`config.mk`:
```
export PLATFORM = sky130hd
export DESIGN_NAME = display_scan_controller
export DESIGN_NICKNAME = d
export VERILOG_FILES = /design/src/rtl/disp_pkg.sv /design/src/rtl/slot_timer.sv /design/src/rtl/display_scan_controller.sv
export SDC_FILE = /design/constraint.sdc
export NUM_CORES = 1
export LEC_CHECK = 0
export CAP_MARGIN = 40
export CORE_ASPECT_RATIO = 0.7
export CORE_MARGIN = 5
export CORE_UTILIZATION = 55
export DETAILED_ROUTE_END_ITERATION = 6
export PLACE_DENSITY = 0.79
export SLEW_MARGIN = 20
export SYNTH_ARGS = -nofsm -noshare
export SYNTH_HDL_FRONTEND = slang
export SYNTH_HIERARCHICAL = 1
export SYNTH_SLANG_ARGS = --single-unit
```
`constraint.sdc`:
```
create_clock -name clk -period 2.9 [get_ports clk]
set_input_delay 0.29 -clock clk [delete_from_list [all_inputs] [get_ports clk]]
set_output_delay 0.29 -clock clk [all_outputs]
set_load 0.03 [all_outputs]
```
`src/rtl/disp_pkg.sv`:
```
// Shared definitions for the display scan controller.
//   scan_state_t : slot phase (BLANK guard, then SHOW)
//   NDIG         : digits per frame
//   ANODES_OFF   : active-low anode pattern with every digit dark
//   onehot_n     : active-low anode pattern selecting a single digit
package disp_pkg;

  typedef enum logic {
    BLANK = 1'b0,
    SHOW  = 1'b1
  } scan_state_t;

  localparam int NDIG = 4;
  localparam logic [3:0] ANODES_OFF = 4'b1111;

  function automatic logic [3:0] onehot_n(input logic [1:0] idx);
    onehot_n = ~(4'b0001 << idx);
  endfunction

endpackage

```
`src/rtl/slot_timer.sv`:
```
// Per-digit slot timer for the display scan controller.
// Counts 0..SLOT_CYCLES-1 and tracks the BLANK/SHOW phase of the slot.
//   clk           : system clock, rising edge
//   reset_n       : asynchronous active-low reset
//   o_in_blank    : slot is in its blanking guard (count < BLANK_CYCLES)
//   o_slot_end    : last cycle of the slot (count == SLOT_CYCLES-1)
//   o_blank_first : first cycle of the slot (count == 0)
module slot_timer
  import disp_pkg::*;
#(
  parameter int SLOT_CYCLES  = 100_000,
  parameter int BLANK_CYCLES = 1_000
) (
  input  logic clk,
  input  logic reset_n,
  output logic o_in_blank,
  output logic o_slot_end,
  output logic o_blank_first
);

  localparam int CNT_W = $clog2(SLOT_CYCLES);
  localparam logic [CNT_W-1:0] LAST_SLOT  = CNT_W'(SLOT_CYCLES - 1);
  localparam logic [CNT_W-1:0] LAST_BLANK = CNT_W'(BLANK_CYCLES - 1);

  logic [CNT_W-1:0] r_cnt;
  scan_state_t      r_state;
  scan_state_t      w_state_nxt;
  logic             w_slot_end;

  assign w_slot_end = (r_cnt == LAST_SLOT);

  always_ff @(posedge clk or negedge reset_n) begin
    if (!reset_n) begin
      r_cnt   <= '0;
      r_state <= BLANK;
    end else begin
      r_cnt   <= w_slot_end ? '0 : r_cnt + CNT_W'(1);
      r_state <= w_state_nxt;
    end
  end

  // The phase register always agrees with count < BLANK_CYCLES; it is kept
  // as explicit state so the slot phase is visible by name.
  always_comb begin
    w_state_nxt = r_state;
    case (r_state)
      BLANK:   if (r_cnt == LAST_BLANK) w_state_nxt = SHOW;
      SHOW:    if (w_slot_end)          w_state_nxt = BLANK;
      default: w_state_nxt = BLANK;
    endcase
  end

  assign o_in_blank    = (r_state == BLANK);
  assign o_slot_end    = w_slot_end;
  assign o_blank_first = (r_cnt == '0);

endmodule

```
`src/rtl/display_scan_controller.sv`:
```
// Time-multiplexes one hex-to-seven-segment decoder across a 4-digit
// common-anode display. Each slot starts with a blanking guard, then lights
// one digit. New values are accepted through valid/ready into a pending
// register and copied to the displayed (shadow) value only at a frame
// boundary, so a frame never mixes two values.
//   clk          : system clock, rising edge
//   reset_n      : asynchronous active-low reset
//   value_in     : four hex nibbles, [3:0] = digit 0 (rightmost)
//   value_valid  : value_in offered this cycle
//   value_ready  : controller can accept value_in
//   digit_en     : per-digit enable, 0 keeps that anode off
//   lz_blank     : 1 = suppress leading zeros
//   bcd_out      : nibble to the external decoder
//   anode_n      : active-low anode selects, bit i = digit i
//   frame_start  : one-cycle pulse as slot 0 blanking begins
module display_scan_controller
  import disp_pkg::*;
#(
  parameter int SLOT_CYCLES  = 100_000,
  parameter int BLANK_CYCLES = 1_000
) (
  input  logic        clk,
  input  logic        reset_n,
  input  logic [15:0] value_in,
  input  logic        value_valid,
  output logic        value_ready,
  input  logic [3:0]  digit_en,
  input  logic        lz_blank,
  output logic [3:0]  bcd_out,
  output logic [3:0]  anode_n,
  output logic        frame_start
);

  localparam int IDX_W = $clog2(NDIG);
  localparam logic [IDX_W-1:0] LAST_IDX = IDX_W'(NDIG - 1);

  logic [15:0]      r_shadow;
  logic [15:0]      r_pending;
  logic             r_ready;
  logic [IDX_W-1:0] r_idx;
  logic [3:0]       r_bcd;
  logic [3:0]       r_anode_n;
  logic             r_frame_start;

  logic             w_in_blank;
  logic             w_slot_end;
  logic             w_blank_first;
  logic             w_visible;
  logic             w_frame_bnd;
  logic             w_xfer;
  logic [3:0]       w_anode_nxt;

  function automatic logic [3:0] nibble_sel(input logic [15:0] v,
                                            input logic [1:0]  i);
    case (i)
      2'd0:    nibble_sel = v[3:0];
      2'd1:    nibble_sel = v[7:4];
      2'd2:    nibble_sel = v[11:8];
      default: nibble_sel = v[15:12];
    endcase
  endfunction

  // A digit is a leading zero when it and every digit to its left are zero.
  // Digit 0 is never suppressed so that a zero value still shows "0".
  function automatic logic lz_suppressed(input logic [15:0] v,
                                         input logic [1:0]  i);
    case (i)
      2'd3:    lz_suppressed = (v[15:12] == 4'h0);
      2'd2:    lz_suppressed = (v[15:8]  == 8'h00);
      2'd1:    lz_suppressed = (v[15:4]  == 12'h000);
      default: lz_suppressed = 1'b0;
    endcase
  endfunction

  slot_timer #(
    .SLOT_CYCLES  (SLOT_CYCLES),
    .BLANK_CYCLES (BLANK_CYCLES)
  ) u_slot_timer (
    .clk           (clk),
    .reset_n       (reset_n),
    .o_in_blank    (w_in_blank),
    .o_slot_end    (w_slot_end),
    .o_blank_first (w_blank_first)
  );

  always_comb begin
    w_visible   = digit_en[r_idx] && !(lz_blank && lz_suppressed(r_shadow, r_idx));
    w_anode_nxt = (w_in_blank || !w_visible) ? ANODES_OFF : onehot_n(r_idx);
    w_frame_bnd = w_slot_end && (r_idx == LAST_IDX);
    w_xfer      = value_valid && r_ready;
  end

  // Output stage: every output is a register loaded from the current slot state.
  always_ff @(posedge clk or negedge reset_n) begin
    if (!reset_n) begin
      r_shadow      <= '0;
      r_pending     <= '0;
      r_ready       <= 1'b1;
      r_idx         <= '0;
      r_bcd         <= '0;
      r_anode_n     <= ANODES_OFF;
      r_frame_start <= 1'b0;
    end else begin
      r_anode_n     <= w_anode_nxt;
      r_frame_start <= w_blank_first && (r_idx == '0);

      // Switching the decoder input while all anodes are dark hides its settling.
      if (w_blank_first) r_bcd <= nibble_sel(r_shadow, r_idx);

      if (w_slot_end) r_idx <= r_idx + IDX_W'(1);

      // ready low means a pending value is waiting, so a transfer and a
      // pending-to-shadow copy can never coincide; a transfer landing on the
      // boundary cycle waits for the following boundary.
      if (w_xfer) begin
        r_pending <= value_in;
        r_ready   <= 1'b0;
      end else if (w_frame_bnd && !r_ready) begin
        r_shadow  <= r_pending;
        r_ready   <= 1'b1;
      end
    end
  end

  assign value_ready = r_ready;
  assign bcd_out     = r_bcd;
  assign anode_n     = r_anode_n;
  assign frame_start = r_frame_start;

endmodule

```
==> Word level (Yosys, flattened, before mapping) <==
Index checks and enable logic that the tools add are counted.
{ "word_totals": {"register_bits": 62, "out_inout_bits": 10} }
{ "op_classes": {"n_addsub": 2, "magnitude_cmp": 1, "eq_ne": 5, "n_shift": 1, "muxes": 11, "bitwise_logic": 3, "n_reduce_logical": 17} }
{ "ops": {"columns": ["op", "count"], "rows": [
  ["$add A17 B1 Y17 const B", 1],
  ["$eq A17 B10 Y1 const B", 1],
  ["$eq A17 B17 Y1 const B", 1],
  ["$logic_not A17 Y1", 1],
  ["$mux W17", 1],
  ["$logic_not A12 Y1", 1],
  ["$pmux W4 S3", 1],
  ["$logic_not A8 Y1", 1],
  ["$logic_and A1 B1 Y1", 6],
  ["$mux W1", 5],
  ["$eq A2 B2 Y1 const B", 2],
  ["$logic_not A4 Y1", 1],
  ["$mux W4", 1],
  ["$not A4 Y4", 1],
  ["$shl A1 B2 Y4 const A", 1],
  ["$logic_not A1 Y1", 3],
  ["$lt A2 B3 Y1 const B", 1],
  ["$pmux W1 S3", 1],
  ["$add A2 B1 Y2 const B", 1],
  ["$bmux W1 S2", 1],
  ["$eq A2 B1 Y1 const B", 1],
  ["$logic_not A2 Y1", 1],
  ["$not A1 Y1", 2],
  ["$pmux W1 S2", 1],
  ["3 further kinds", 3]
]} }

==> Depth between registers and ports, before layout <==
{ "logic_depth": {"ltp_word": 8, "mapped_depth": 7} }

==> Modules after synthesis <==
The synthesis kept the hierarchy.
{ "by_module_without_submodules": {"columns": ["module", "instances", "cells_per_inst", "area_per_inst_um2"], "rows": [
  ["display_scan_controller", 1, 131, 1891.8],
  ["slot_timer", 1, 94, 991.0]
]} }

==> Worst setup path after synthesis <==
No wires, ideal clock.
{ "synth_timing": {"kind": "register to register", "startpoint": "reg u_slot_timer.r_cnt[0]", "endpoint": "reg r_shadow[10]", "setup_ns": 0.125, "arrival_ns": 1.934, "slack_ns": 0.841, "stages_incl_launch_ff": 8, "n_path_buf": 2, "synth_period_minus_slack_ns": 2.059, "path_cell_list": "dfrtp_1 ha_1 nand4_4 nor4_4 buf_6 nand3_4 buf_6 mux2_4"} }
{ "synth_between": {"elab_chain_cells": 4} }
{ "synth_rtl": {"columns": ["element", "line_no", "text"], "rows": [
  ["from (decl)", "slot_timer.sv:25", "logic [CNT_W-1:0] r_cnt;"],
  ["from (signal assigned)", "slot_timer.sv:37", "r_cnt <= w_slot_end ? '0 : r_cnt + CNT_W'(1);"],
  ["$eq A17 B17 Y1", "slot_timer.sv:30", "assign w_slot_end = (r_cnt == LAST_SLOT);"],
  ["net w_slot_end", "display_scan_controller.sv:46", "logic w_slot_end;"],
  ["$logic_and A1 B1 Y1", "display_scan_controller.sv:89", "w_frame_bnd = w_slot_end && (r_idx == LAST_IDX);"],
  ["$logic_and A1 B1 Y1", "display_scan_controller.sv:118", "end else if (w_frame_bnd && !r_ready) begin"],
  ["$reduce_and A2 Y1 (no line)", null, null],
  ["to (signal assigned)", "display_scan_controller.sv:119", "r_shadow <= r_pending;"],
  ["to (decl)", "display_scan_controller.sv:37", "logic [15:0] r_shadow;"]
]} }
The timed path passes the listed nets, and every way through them passes these cells.
A chain may end at the register's enable or synchronous reset.

==> Worst setup path in the final report <==
{ "layout_timing": {"startpoint": "reg u_slot_timer.r_cnt[1]", "endpoint": "reg r_shadow[13]"} }
Same word-level chain as after synthesis.

==> results by group <==
Clock network
  – Deepest clock path buffer count: 2
  – Hold Buf Count CTS: 0
  – Cts bufs inserted: 9
  – CTS tree: built
  – # Post-CTS Setup Buffers: 0
  – Clk_lat worst skew: 0.33 ns
  – Post-CTS sizing: 0
  – Reg clk slew, reported paths: 0.07 ns
  – H-tree depth: 3
  – Root Buffer Master: clkbuf_8
  – CTS sink cnt: 62

Pwr
  – Worst vdd ir: 0.311 mV
  – Leak Pwr: 1.60 nW
  – Power Total: 0.00172 W
  – P per Cell Area: 488 nW/um^2

Logic synthesis
  – Ys Warns: 6
  – Synth cell types: 37
  – Register area share after synthesis: 54.0%
  – Post-Syn Area: 2880 um^2
  – Mapped Nets: 258
  – #FFs+latches synth: 62
  – Post-Synthesis Cells: 225
  – Post-Syn Area per Cell: 12.8 um^2

Die
  – Initial Utilization: 56.0%
  – Core Area: 5150 um^2
  – Die Width: 96.5 um
  – Placement Rows: 22
  – Vert. Die Dim: 70.6 um
  – Die ar.: 6810 um^2
  – I/O pin count: 34

Global route
  – Largest net degree at the start of global routing: 35
  – Vias in the first global route: 1905
  – GRT Total Usage: 18.1%
  – Initial antenna violation count: 0
  – First-pass GRT wire length: 9280 um
  – Global route overflow: 0

Setup path
  – Worst Path Arrival: 2.31 ns
  – Critical Path RT: 3.11 ns
  – Critical-path maximum fanout: 17
  – Crit path from: u_slot_timer/r_cnt[1]
  – Worst Setup End Kind: register
  – Crit path kind: reg -> reg
  – Reg2reg start: u_slot_timer/r_cnt[1]
  – Worst setup SP type: register

Placed design
  – Dpl hpwl: 4090 um
  – Final GP Congestion: 0.902
  – Placed cell count: 327
  – PortBufs: 33
  – Pre-CTS WS: 0.818 ns

Timing
  – Min Tclk post-route: 2.09 ns
  – Slew Viols, Final: 0
  – RSZ-0062 raised after global routing: no
  – Hold slack: 0.386 ns
  – Final period utilization: 72.2%
  – Relative slew slack: 71.3%
  – Final Skew: 0.00944 ns
  – F_max: 0.478 GHz
  – Final-report hold violation count: 0
  – Worst Slack Setup Final: 0.806 ns
  – Setup_tns: 0 ns
  – Worst-margin pin slew: 0.430 ns
  – Final Setup Violations: 0

Drt
  – Drt pass-1 iters: 7
  – Vias per inst: 5.47
  – DRT antenna net count: 0
  – DRC Markers: 0
  – DRT iter0 DRCs: 206
  – Routed len/inst: 15.6 um
  – Post-Route WL: 5390 um
  – Vias post-DR: 1887

Finish
  – Diode count: 0
  – Layout Cells excl Fill: 345
  – # nets final: 301
  – Area growth from synthesis to layout: 22.0%
  – Layout cells sized above 1: 24.9%

Outcome
  – Outcome: finished clean

Job
  – Max-cap violations: 0

Hold path
  – HP Class: in -> async
==> critical path, cell delays in order, from the launching register on <==
cell	delay, ns
dfrtp_1	0.44
ha_1	0.26
nand4_4	0.19
nor4_4	0.40
nand3_4	0.30
mux2_4	0.38
==> metal layers <==
| layer | vias to the layer above | global-route usage (%) | wire length [um] |
|---|---|---|---|
| met2 | 77 | 22.0 | 2220 |
| met3 | 4 | 7.97 | 434 |
| li1 | 894 | - | - |
| met1 | 912 | 28.0 | 2680 |
| met4 | 0 | 6.69 | 47 |
| met5 | - | 0 | 0 |
==> logic make-up after synthesis <==
group,Yosys count,share of synthesized area (%)
and+or+nand+nor,64,14.7
DFF,62,54.0
muxes,34,14.4
AOI/OAI and AO/OA,20,4.90
buffers and inverters,20,3.21
xor gates and xnor gates,16,4.86
adders and majority gates,9,3.91
==> worst paths after layout <==
| check | slack [ns] | cells past startpoint | endpoint |
|---|---|---|---|
| max in group asynchronous | 1.77 | 4 | anode_n[1] |
| hold / removal | 0.39 | 2 | u_slot_timer/r_cnt[14] |
| setup / recovery | 0.81 | 5 | r_shadow[13] |
| setup reg to reg | 0.81 | 5 | r_shadow[13] |
| hold reg to reg | 0.51 | 1 | r_shadow[2] |
| min in group clk | 0.51 | 1 | r_shadow[2] |
==> stage by stage <==
step                      cell area (um^2)  utilization, %
after floorplan                       2880               -
after global placement                3280            63.7
after detailed placement              3280            63.7
after CTS                             3480            67.6
after global routing                  3520            68.3
final                                 3520            68.3
==> power by group <==
group	internal [W]	leakage [nW]	total, W	switching, W
clock	0.000399	0.0996	0.000732	0.000333
sequential	0.000891	0.809	0.000905	0.0000144
combinational	0.0000519	0.695	0.0000790	0.0000271
==> sequential cells by signal, indices dropped and copies added (netlist names) <==
register              flops
anode_n                   4
r_idx                     2
r_pending                16
u_slot_timer/r_state      1
value_ready               1
u_slot_timer/r_cnt       17
bcd_out                   4
frame_start               1
r_shadow                 16
==> cell type report <==
type	count	area, um^2
repair buffers	38	385
clock inverters	7	73.8
fillers	383	1630
flip-flops and latches	62	1560
clock buffers	9	124
well taps	72	90.1
multi-input cells	143	1230
inverters	14	52.6
==> cell usage after synthesis (all sizes together) <==
cell	n	area, um^2
ha	9	113
nand2	7	28.8
nand4	7	73.8
xor2	7	61.3
dfrtp	57	1430
mux2	32	394
inv	14	52.6
a222oi	4	40.0
o211ai	2	15.0
o2111ai	1	8.76
a211oi	1	7.51
and3	2	12.5
nor2	11	41.3
xnor2	9	78.8
o22ai	5	31.3
buf	4	32.5
and4	1	10.0
nor4	8	86.3
nand2b	1	6.26
nor2b	2	12.5
mux2i	2	20.0
clkbuf	2	7.51
dfstp	5	131
and2	5	31.3
or2	1	6.26
nor4b	2	17.5
o21ai	7	38.8
nand3	10	62.6
nor3	7	35.0
==> layout by cell type (no fill, tap or decap), types with 6 or more instances in the layout <==
master,count
o21ai_0,6
dfrtp_1,57
xor2_1,7
clkdlybuf4s50_1,32
xnor2_1,9
nand3_1,9
inv_1,14
mux2_4,9
mux2_2,23
nand2_1,6
nor3_1,7
ha_1,9
clkbuf_8,9
nor2_1,11
Power figures use the tool's default switching activity.
